## src/rtl/spi_slave_le.sv

```systemverilog
// SPI target: 8/16-bit frames, low byte on the wire first, MSB-first within each byte.
// The CPU loads a reply word and collects the received word after SS_N rises.
module spi_slave_le #(
   parameter int unsigned SYNC_STAGES = 2,
   parameter logic [15:0] FILL        = 16'hFFFF
) (
   input  logic        clk,
   input  logic        rst,
   input  logic        we,
   input  logic [15:0] tx,
   output logic        tx_ready,
   output logic [15:0] rx,
   output logic        rx_len,
   output logic        rx_valid,
   output logic        rx_full,
   input  logic        rx_rd,
   output logic        overrun,
   output logic        frame_err,
   output logic        active,
   input  logic        SS_N,
   input  logic        SCK,
   input  logic        MOSI,
   output logic        MISO,
   output logic        MISO_OE
);

   typedef enum logic [1:0] {StArm, StIdle, StShift, StDone} state_e;

   state_e state_q, state_d;

   logic [SYNC_STAGES-1:0] sck_sync_q, ss_sync_q, mosi_sync_q;
   logic                   sck_dly_q, ss_dly_q;
   logic                   sck_s, ss_s, mosi_s;
   logic                   sck_rise, sck_fall, ss_rise, ss_fall;

   logic [15:0] shift_in_q, shift_in_d, shift_out_q, shift_out_d;
   logic [4:0]  bitcnt_q, bitcnt_d;
   logic [15:0] buf_q, buf_d;
   logic        buf_full_q, buf_full_d;
   logic [15:0] rx_q, rx_d;
   logic        rx_len_q, rx_len_d, rx_valid_q, rx_valid_d;
   logic        rx_full_q, rx_full_d, overrun_q, overrun_d, frame_err_q, frame_err_d;
   logic        load, complete;

   // SS_N synchronizer resets low so ARM only leaves once the pin is really seen high.
   always_ff @(posedge clk or posedge rst) begin
      if (rst) begin
         sck_sync_q  <= '0;
         ss_sync_q   <= '0;
         mosi_sync_q <= '0;
         sck_dly_q   <= 1'b0;
         ss_dly_q    <= 1'b0;
      end else begin
         sck_sync_q  <= {sck_sync_q[SYNC_STAGES-2:0], SCK};
         ss_sync_q   <= {ss_sync_q[SYNC_STAGES-2:0], SS_N};
         mosi_sync_q <= {mosi_sync_q[SYNC_STAGES-2:0], MOSI};
         sck_dly_q   <= sck_s;
         ss_dly_q    <= ss_s;
      end
   end

   assign sck_s    = sck_sync_q[SYNC_STAGES-1];
   assign ss_s     = ss_sync_q[SYNC_STAGES-1];
   assign mosi_s   = mosi_sync_q[SYNC_STAGES-1];
   assign sck_rise = sck_s & ~sck_dly_q;
   assign sck_fall = ~sck_s & sck_dly_q;
   assign ss_rise  = ss_s & ~ss_dly_q;
   assign ss_fall  = ~ss_s & ss_dly_q;

   always_ff @(posedge clk or posedge rst) begin
      if (rst) begin
         state_q     <= StArm;
         shift_in_q  <= '0;
         shift_out_q <= '0;
         bitcnt_q    <= '0;
         buf_q       <= '0;
         buf_full_q  <= 1'b0;
         rx_q        <= '0;
         rx_len_q    <= 1'b0;
         rx_valid_q  <= 1'b0;
         rx_full_q   <= 1'b0;
         overrun_q   <= 1'b0;
         frame_err_q <= 1'b0;
      end else begin
         state_q     <= state_d;
         shift_in_q  <= shift_in_d;
         shift_out_q <= shift_out_d;
         bitcnt_q    <= bitcnt_d;
         buf_q       <= buf_d;
         buf_full_q  <= buf_full_d;
         rx_q        <= rx_d;
         rx_len_q    <= rx_len_d;
         rx_valid_q  <= rx_valid_d;
         rx_full_q   <= rx_full_d;
         overrun_q   <= overrun_d;
         frame_err_q <= frame_err_d;
      end
   end

   always_comb begin
      state_d     = state_q;
      shift_in_d  = shift_in_q;
      shift_out_d = shift_out_q;
      bitcnt_d    = bitcnt_q;
      rx_d        = rx_q;
      rx_len_d    = rx_len_q;
      rx_valid_d  = 1'b0;
      rx_full_d   = rx_full_q;
      overrun_d   = overrun_q;
      frame_err_d = 1'b0;
      load        = 1'b0;
      complete    = 1'b0;

      // A read seen while rx_valid is high loses to the completion that raised it.
      if (rx_rd && !rx_valid_q) begin
         rx_full_d = 1'b0;
         overrun_d = 1'b0;
      end

      case (state_q)
         StArm: begin
            if (ss_s) state_d = StIdle;
         end
         StIdle: begin
            if (ss_fall) begin
               shift_out_d = buf_full_q ? {buf_q[7:0], buf_q[15:8]} : {FILL[7:0], FILL[15:8]};
               load        = 1'b1;
               shift_in_d  = '0;
               bitcnt_d    = '0;
               state_d     = StShift;
            end
         end
         StShift: begin
            if (sck_rise) begin
               if (bitcnt_q < 5'd16) begin
                  shift_in_d = {shift_in_q[14:0], mosi_s};
                  bitcnt_d   = bitcnt_q + 5'd1;
               end else begin
                  bitcnt_d = 5'd17;
               end
            end
            if (sck_fall && bitcnt_q >= 5'd1 && bitcnt_q <= 5'd15) begin
               shift_out_d = {shift_out_q[14:0], 1'b0};
            end
            if (ss_rise) state_d = StDone;
         end
         StDone: begin
            state_d = StIdle;
            if (bitcnt_q == 5'd16) begin
               rx_d     = {shift_in_q[7:0], shift_in_q[15:8]};
               rx_len_d = 1'b1;
               complete = 1'b1;
            end else if (bitcnt_q == 5'd8) begin
               rx_d     = {8'h00, shift_in_q[7:0]};
               rx_len_d = 1'b0;
               complete = 1'b1;
            end else begin
               frame_err_d = 1'b1;
            end
         end
         default: state_d = StArm;
      endcase

      if (complete) begin
         rx_valid_d = 1'b1;
         rx_full_d  = 1'b1;
         overrun_d  = overrun_q | rx_full_q;
      end

      // A write coinciding with the frame start stays buffered for the next frame.
      buf_d      = we ? tx : buf_q;
      buf_full_d = we | (buf_full_q & ~load);
   end

   assign tx_ready  = ~buf_full_q;
   assign rx        = rx_q;
   assign rx_len    = rx_len_q;
   assign rx_valid  = rx_valid_q;
   assign rx_full   = rx_full_q;
   assign overrun   = overrun_q;
   assign frame_err = frame_err_q;
   assign active    = (state_q == StShift);
   assign MISO_OE   = ~ss_s & (state_q != StArm);
   assign MISO      = shift_out_q[15] & MISO_OE;

endmodule
```

## config.mk

```make
export PLATFORM = sky130hd
export DESIGN_NAME = spi_slave_le
export DESIGN_NICKNAME = d
export VERILOG_FILES = /design/src/rtl/spi_slave_le.sv
export SDC_FILE = /design/constraint.sdc
export NUM_CORES = 1
export LEC_CHECK = 0
export ABC_AREA = 1
export CELL_PAD_IN_SITES_DETAIL_PLACEMENT = 1
export CELL_PAD_IN_SITES_GLOBAL_PLACEMENT = 1
export CORE_ASPECT_RATIO = 1.5
export CORE_MARGIN = 4
export CORE_UTILIZATION = 40
export DETAILED_ROUTE_END_ITERATION = 16
export PLACE_DENSITY_LB_ADDON = 0.1
export SKIP_CTS_REPAIR_TIMING = 1
export SLEW_MARGIN = 30
export SYNTH_ARGS = -nofsm -noshare
export SYNTH_HDL_FRONTEND = slang
export SYNTH_SLANG_ARGS = --single-unit
```

## constraint.sdc

```tcl
create_clock -name clk -period 3.31 [get_ports clk]
set_input_delay 0.662 -clock clk [delete_from_list [all_inputs] [get_ports clk]]
set_output_delay 0.662 -clock clk [all_outputs]
set_load 0.02 [all_outputs]
```

==> results of run 1 <==
[sequential cells by signal (all words and copies together), names as in the netlist, 2 cells and up]
register     count
bitcnt_q         5
buf_q           16
mosi_sync_q      2
rx              16
sck_sync_q       2
shift_in_q      16
shift_out_q     16
ss_sync_q        2
state_q          2
[power breakdown]
part / internal, mW / leakage [nW] / total, mW / switching [mW]
logic: 0.322 / 0.947 / 1.01 / 0.692
registers: 1.19 / 1.11 / 1.28 / 0.0894
clock network: 0.688 / 0.161 / 1.09 / 0.402
total: 2.20 / 2.22 / 3.38 / 1.18
[per-layer routing]
layer  up-vias  part of all wire, %  track usage [%]
met2        53                   52             30.0
li1       1451                    -                -
met1      1411                   42             19.5
met3        17                  3.2             2.68
met5         -                    0                0
met4         0                  2.9             8.26
[placed cells by master (no fill, tap or decap), types with 2 or more instances in the layout]
master / netlist / layout
inv_2: 2 / 2
a21oi_2: 2 / 2
clkbuf_16: 0 / 9
dfrtp_1: 85 / 85
nor2_1: 9 / 9
nor2_2: 3 / 3
nand2_4: 2 / 2
buf_4: 1 / 2
clkdlybuf4s50_1: 0 / 47
nand3_1: 23 / 23
o21ai_0: 43 / 43
ha_1: 7 / 7
a21oi_1: 7 / 7
o21ai_1: 10 / 10
inv_1: 30 / 29
clkbuf_8: 0 / 5
nand2_1: 184 / 184
nand3_2: 2 / 2
[how the worst max path moves through the flow]
stage | from | endpoint | slack, ps | cells past startpoint
after CTS | state_q[0]$_DFFE_PP0P_ | MISO | 710 | 4
after floorplan | rst | bitcnt_q[0]$_DFFE_PP0P_ | 450 | 1
after global routing | state_q[0]$_DFFE_PP0P_ | MISO | 590 | 4
after global placement | state_q[0]$_DFFE_PP0P_ | shift_in_q[2]$_DFFE_PP0P_ | 1120 | 7
final | state_q[0]$_DFFE_PP0P_ | MISO | 750 | 4
after detailed placement | state_q[0]$_DFFE_PP0P_ | shift_in_q[3]$_DFFE_PP0P_ | 1010 | 7
[kinds of logic (layout without fill, tap and decap cells)]
| group | count (synthesis) | after routing | share of synthesized area, % |
|---|---|---|---|
| AO/OA/AOI/OAI | 65 | 65 | 9.24 |
| flip-flops | 85 | 85 | 57.5 |
| adder cells (fa/ha/maj) | 7 | 7 | 2.37 |
| AND/OR/NAND/NOR | 226 | 226 | 24.9 |
| buffers and inverters | 50 | 99 | 6.02 |
[metrics by stage]
| stage | hold slack [ps] | std cells |
|---|---|---|
| after floorplan | 331 | 433 |
| after global placement | 334 | 576 |
| after detailed placement | 337 | 576 |
| after CTS | 353 | 592 |
| after global routing | 367 | 592 |
| final | 349 | 592 |
[layout make-up]
cell class,instances,area [um2],area share [%]
flip-flops and latches,85,2130,46.5
multi-input cells,298,1350,29.5
repair buffers,50,505,11.0
clock buffers,14,294,6.43
well taps,110,138,3.01
inverters,33,125,2.73
clock inverters,2,37.5,0.820
==> impl_metrics.json, run 1 <==
{
  "slowest_delay_ps": 640,
  "power.density_mw_per_mm2": 740,
  "r2r_end": "shift_in_q[3]$_DFFE_PP0P_",
  "cts_made_buffers": 9,
  "synth-seq-cells": 85,
  "synth_nets": 463,
  "yosys_warnings": 0,
  "synth_top_flop_cell": "dfrtp_1",
  "synth_top_area_share_pct": 57.5,
  "critPathTopFamily": "buffers and inverters",
  "grt-ovfl-total": 0,
  "fin_nets": 507,
  "clk_latency_ps": 330,
  "fin_worst_skew_ps": 4.47,
  "start_util_pct": 41.4,
  "reg2reg_from": "state_q[0]$_DFFE_PP0P_",
  "post-route-util_pct": 51.2,
  "drt_iter0_markers": 98,
  "status": "complete, no violations",
  "io_pins": 48,
  "post-route-period-util_pct": 77.3,
  "antenna_cells": 0,
  "crit_type": "reg2out",
  "portBuffers": 47,
  "r2r_cells": 7,
  "ctsRootBufferMaster": "clkbuf_16",
  "clock-sinks": 85,
  "grt_pass1_wl_um": 14800,
  "synth_edf_count": 0,
  "grt_pass1_vias": 3172,
  "synth_cell_types": 25,
  "place_area_mm2": 0.00424,
  "wl_per_cell_um": 14.1,
  "routabilityCongestion": 0.750,
  "drt_wl_total_um": 8320,
  "hold_end": "sck_sync_q[1]$_DFF_PP0_",
  "crit_chain": "inv_1, ha_1, nor3b_1, clkdlybuf4s50_1",
  "place_ws_ps": 1010,
  "slew_headroom_pct": 50.8,
  "synth_area_mm2": 0.00370,
  "hold-path-cell-count": 0,
  "ys_top_cells_by_area": "dfrtp_1, nand2_1, o21ai_0",
  "rrSetupSlack_ps": 1040,
  "worstHoldPathType": "reg2reg",
  "dieHeight_um": 126,
  "final_cell_area_mm2": 0.00458,
  "drc_errors": 0,
  "finalSetupTns_ps": 0,
  "vias_per_cell": 4.95,
  "setup_ws_ps": 750,
  "p_leak_nw": 2.22,
  "rows": 42,
  "power_mw": 3.38,
  "cp.required_ps": 2650,
  "nFillCells": 1104,
  "cts_tree": "yes",
  "setup_violations": 0,
  "area_growth_pct": 23.7,
  "tightestPinTransition_ps": 737,
  "post-synth-top-count-cell": "nand2_1",
  "clockBufferDepth": 2,
  "end_kind": "output pin",
  "hold_path.startpoint": "sck_sync_q[0]$_DFF_PP0_",
  "max_freq_ghz": 0.391,
  "cp.buffers_inverters": 2,
  "cp_slowest_cell": "clkdlybuf4s50_1",
  "synth_commonest_cells": "nand2_1, dfrtp_1, o21ai_0",
  "start_kind": "flop",
  "h-tree-depth": 3,
  "hold_viol_final": 0,
  "first_pass_iters": 4,
  "ant_nets": 0,
  "cp.arrival_ps": 1900,
  "rsz0062_at_grt": "false",
  "core_mm2": 0.00893,
  "yosysSeqAreaShare_pct": 57.5,
  "crit_fanout": 4,
  "die_w_um": 86.5,
  "yosys.area.top_type": "dfrtp_1",
  "ir_worst_vdd_v": 0.000496,
  "synth_cells": 433,
  "maxCapViolCount": 0,
  "dieArea_mm2": 0.0109,
  "drive_gt1_share_pct": 6.85,
  "antenna_found_initial": 0,
  "grt_start_max_net_pins": 46,
  "min_period_ps": 2560,
  "syn_area_per_cell_um2": 8.54,
  "cts.clk_slew.worst_paths_ps": 60,
  "slew_violations": 0,
  "post-dp-hpwl_um": 6040,
  "ys_async_sr_fraction_pct": 100,
  "gr-usage-all-layers_pct": 17.0,
  "via_count": 2932
}
Power figures use the tool's default switching activity.
==> inputs of run 2 (changes only) <==
clock period = 2.6 ns   (was 3.31 ns; I/O delays follow)
==> impl_metrics.json, run 2 (same netlist as run 1, synthesis figures left out) <==
{
  "antenna_found_initial": 0,
  "grt-ovfl-total": 0,
  "post-dp-hpwl_um": 5750,
  "mostFrequentLayoutCell": "nand2_1",
  "dieArea_mm2": 0.0109,
  "via_count": 2917,
  "clock-sinks": 85,
  "setup_ws_ps": 191,
  "die_w_um": 86.5,
  "tightestPinTransition_ps": 669,
  "p_leak_nw": 2.21,
  "maxCapViolCount": 0,
  "cts_made_buffers": 9,
  "drc_errors": 0,
  "setup_violations": 0,
  "drt_wl_total_um": 8160,
  "slew_violations": 0,
  "cts.clk_slew.worst_paths_ps": 60,
  "slowest_delay_ps": 630,
  "grt_pass1_wl_um": 14300,
  "fin_nets": 512,
  "drive_gt1_share_pct": 7.20,
  "grt_pass1_vias": 3004,
  "power_mw": 4.16,
  "first_pass_iters": 4,
  "portBuffers": 47,
  "ant_nets": 0,
  "end_kind": "output pin",
  "fin_hold_ws_ps": 352,
  "wl_per_cell_um": 13.7,
  "cp.required_ps": 2080,
  "crit_type": "reg2out",
  "final_cell_mix": "nand2_1, dfrtp_1, clkdlybuf4s50_1",
  "rsz0062_at_grt": "false",
  "max_freq_ghz": 0.415,
  "hold_viol_final": 0,
  "io_pins": 48,
  "finalSetupTns_ps": 0,
  "cts_tree": "yes",
  "power.density_mw_per_mm2": 911,
  "drt_iter0_markers": 98,
  "cp.arrival_ps": 1890,
  "crit_chain": "inv_1, ha_1, nor3b_1, clkdlybuf4s50_1",
  "slew_headroom_pct": 55.4,
  "final_cell_area_mm2": 0.00456,
  "gr-usage-all-layers_pct": 16.4,
  "worstHoldPathType": "reg2reg",
  "vias_per_cell": 4.89,
  "grt_start_max_net_pins": 86,
  "routabilityCongestion": 0.748,
  "place_area_mm2": 0.00428,
  "start_util_pct": 41.4,
  "dp.cells": 581,
  "status": "complete, no violations",
  "rrSetupSlack_ps": 690,
  "clk_latency_ps": 330,
  "cp_slowest_cell": "clkdlybuf4s50_1",
  "clockBufferDepth": 2,
  "rows": 42,
  "min_period_ps": 2410,
  "dieHeight_um": 126,
  "fin_worst_skew_ps": 5.05,
  "h-tree-depth": 3,
  "place_ws_ps": 554,
  "antenna_cells": 0,
  "area_growth_pct": 23.4,
  "fin_cells": 596,
  "post-route-util_pct": 51.1,
  "ir_worst_vdd_v": 0.000511,
  "core_mm2": 0.00893,
  "post-route-period-util_pct": 92.7,
  "start_kind": "flop",
  "crit_fanout": 4,
  "ctsRootBufferMaster": "clkbuf_16"
}
## run 2: routing by layer
metal / part of all wire, % / track usage, %
met4: 1.6 / 6.06
met5: 0 / 0
met2: 53 / 28.7
met1: 42 / 19.7
met3: 3.3 / 3.27
## run 2: critical path, delay by kind of cell, from the launching register on
kind	cells	cell delay [ps]
fa+ha+maj	1	250
buf+inv	2	720
flops	1	400
simple gates	1	190
## run 2: path summary, 6_finish.rpt
check,from,endpoint,cells after the start
min reg2reg,mosi_sync_q[0]$_DFF_PP0_,mosi_sync_q[1]$_DFF_PP0_,0
max in group asynchronous,rst,shift_out_q[2]$_DFFE_PP0P_,3
min in group asynchronous,rst,rx[0]$_DFFE_PP0P_,3
max,state_q[0]$_DFFE_PP0P_,MISO,4
max reg2reg,state_q[0]$_DFFE_PP0P_,shift_in_q[6]$_DFFE_PP0P_,7
min,mosi_sync_q[0]$_DFF_PP0_,mosi_sync_q[1]$_DFF_PP0_,0
## run 2: cell type report
type / instances / area, um2
Fill cell: 1086 / 4370
Multi-Input combinational cell: 298 / 1350
Inverter: 33 / 128
Clock buffer: 14 / 274
Tap cell: 110 / 138
Sequential cell: 85 / 2130
Timing Repair Buffer: 55 / 543
Clock inverter: 1 / 5.00
## run 2: where the power goes
group / switching, mW / internal [mW]
Sequential: 0.111 / 1.52
Clock: 0.485 / 0.719
Combinational: 0.895 / 0.432
Total: 1.49 / 2.67
==> inputs of run 3 (changes only) <==
CTS_BUF_LIST = sky130_fd_sc_hd__clkbuf_4 sky130_fd_sc_hd__clkbuf_8   (was not set)
==> impl_metrics.json, run 3 (same netlist as run 1, synthesis figures left out) <==
{
  "worstHoldPathType": "reg2reg",
  "end_kind": "output pin",
  "min_period_ps": 2440,
  "nFillCells": 1104,
  "drive_gt1_share_pct": 7.61,
  "crit_fanout": 4,
  "grt_pass1_vias": 2983,
  "max_freq_ghz": 0.411,
  "die_w_um": 86.5,
  "cp_slowest_cell": "clkdlybuf4s50_1",
  "gr-usage-all-layers_pct": 16.4,
  "first_pass_iters": 4,
  "dp.cells": 581,
  "rows": 42,
  "post-route-period-util_pct": 93.7,
  "core_mm2": 0.00893,
  "critPathTopFamily": "buffers and inverters",
  "fin_cells": 596,
  "via_count": 2901,
  "maxCapViolCount": 0,
  "h-tree-depth": 3,
  "area_growth_pct": 20.8,
  "power_mw": 3.84,
  "ctsRootBufferMaster": "clkbuf_8",
  "start_kind": "flop",
  "clockBufferDepth": 2,
  "dieHeight_um": 126,
  "internal-power_mw": 2.39,
  "pwr-share-comb_pct": 34.5,
  "cp.depth": 4,
  "power.density_mw_per_mm2": 858,
  "slew_headroom_pct": 54.5,
  "drc_errors": 0,
  "setup_violations": 0,
  "start_util_pct": 41.4,
  "place_ws_ps": 554,
  "cts_tree": "yes",
  "ant_nets": 0,
  "drt_wl_total_um": 8140,
  "ir_worst_vdd_v": 0.000500,
  "power.share.sequential_pct": 42.3,
  "netSwitchingPower_mw": 1.45,
  "multi_input_area_mm2": 0.00135,
  "ff_latch_area_mm2": 0.00213,
  "setup_ws_ps": 164,
  "antenna_found_initial": 0,
  "p_leak_nw": 2.17,
  "fin_nets": 512,
  "swShare_pct": 37.8,
  "cts_made_buffers": 9,
  "tightestPinTransition_ps": 682,
  "cp.required_ps": 2080,
  "fin_worst_skew_ps": 5.01,
  "routabilityCongestion": 0.748,
  "dieArea_mm2": 0.0109,
  "mostFrequentLayoutCell": "nand2_1",
  "cp.arrival_ps": 1920,
  "place_area_mm2": 0.00428,
  "post-dp-hpwl_um": 5750,
  "grt_pass1_wl_um": 14200,
  "slowest_delay_ps": 630,
  "crit_chain": "inv_1, ha_1, nor3b_1, clkdlybuf4s50_1",
  "pwr-share-clk_pct": 23.2,
  "rsz0062_at_grt": "false",
  "vias_per_cell": 4.87,
  "cts.clk_slew.worst_paths_ps": 80,
  "clk_latency_ps": 350,
  "hold-path-cell-count": 0,
  "status": "complete, no violations",
  "antenna_cells": 0,
  "final_cell_mix": "nand2_1, dfrtp_1, clkdlybuf4s50_1",
  "hold_viol_final": 0,
  "slew_violations": 0,
  "grt_start_max_net_pins": 86,
  "cp.buffers_inverters": 2,
  "io_pins": 48,
  "final_cell_area_mm2": 0.00447,
  "r2r_cells": 7,
  "fin_hold_ws_ps": 359,
  "crit_type": "reg2out",
  "portBuffers": 47,
  "drt_iter0_markers": 113,
  "clock-sinks": 85,
  "grt-ovfl-total": 0,
  "finalSetupTns_ps": 0,
  "post-route-util_pct": 50.0,
  "wl_per_cell_um": 13.7
}
[run 3: layer usage]
metal | wire length [um] | share of wire (%) | vias to the layer above | global-route usage, %
met2 | 4270 | 53 | 43 | 28.8
li1 | - | - | 1451 | -
met5 | 0 | 0 | - | 0
met3 | 265 | 3.3 | 11 | 2.29
met1 | 3440 | 42 | 1396 | 19.6
met4 | 160 | 2.0 | 0 | 7.43
[run 3: path summary, 6_finish.rpt]
check,from,to,slack (ps)
setup / recovery,state_q[0]$_DFFE_PP0P_,MISO,160
hold / removal,mosi_sync_q[0]$_DFF_PP0_,mosi_sync_q[1]$_DFF_PP0_,360
setup reg to reg,state_q[0]$_DFFE_PP0P_,shift_in_q[6]$_DFFE_PP0P_,680
hold reg to reg,mosi_sync_q[0]$_DFF_PP0_,mosi_sync_q[1]$_DFF_PP0_,360
max in group asynchronous,rst,shift_in_q[14]$_DFFE_PP0P_,1610
min in group asynchronous,rst,bitcnt_q[1]$_DFFE_PP0P_,650
[run 3: area by class of cell]
| class | count | area share, % |
|---|---|---|
| Sequential cell | 85 | 47.6 |
| Multi-Input combinational cell | 298 | 30.2 |
| Timing Repair Buffer | 55 | 12.2 |
| Clock buffer | 14 | 4.03 |
| Tap cell | 110 | 3.08 |
| Inverter | 33 | 2.86 |
| Clock inverter | 1 | 0.112 |
[run 3: power by group through the flow]
stage / Sequential, mW / Combinational (mW) / Clock (mW)
after floorplan: 1.63 / 1.00 / 0
after detailed placement: 1.65 / 1.35 / 0
after global placement: 1.64 / 1.31 / 0
final: 1.62 / 1.32 / 0.888
after CTS: 1.63 / 1.36 / 0.928
after global routing: 1.66 / 1.52 / 0.978
[run 3: worst reg2reg max path, delay by kind of cell, from the launching register on]
family / cells / cell delay, ps
AOI/OAI and AO/OA: 2 / 340
adders and majority gates: 1 / 240
buffers and inverters: 2 / 350
DFF: 1 / 400
and+or+nand+nor: 2 / 500
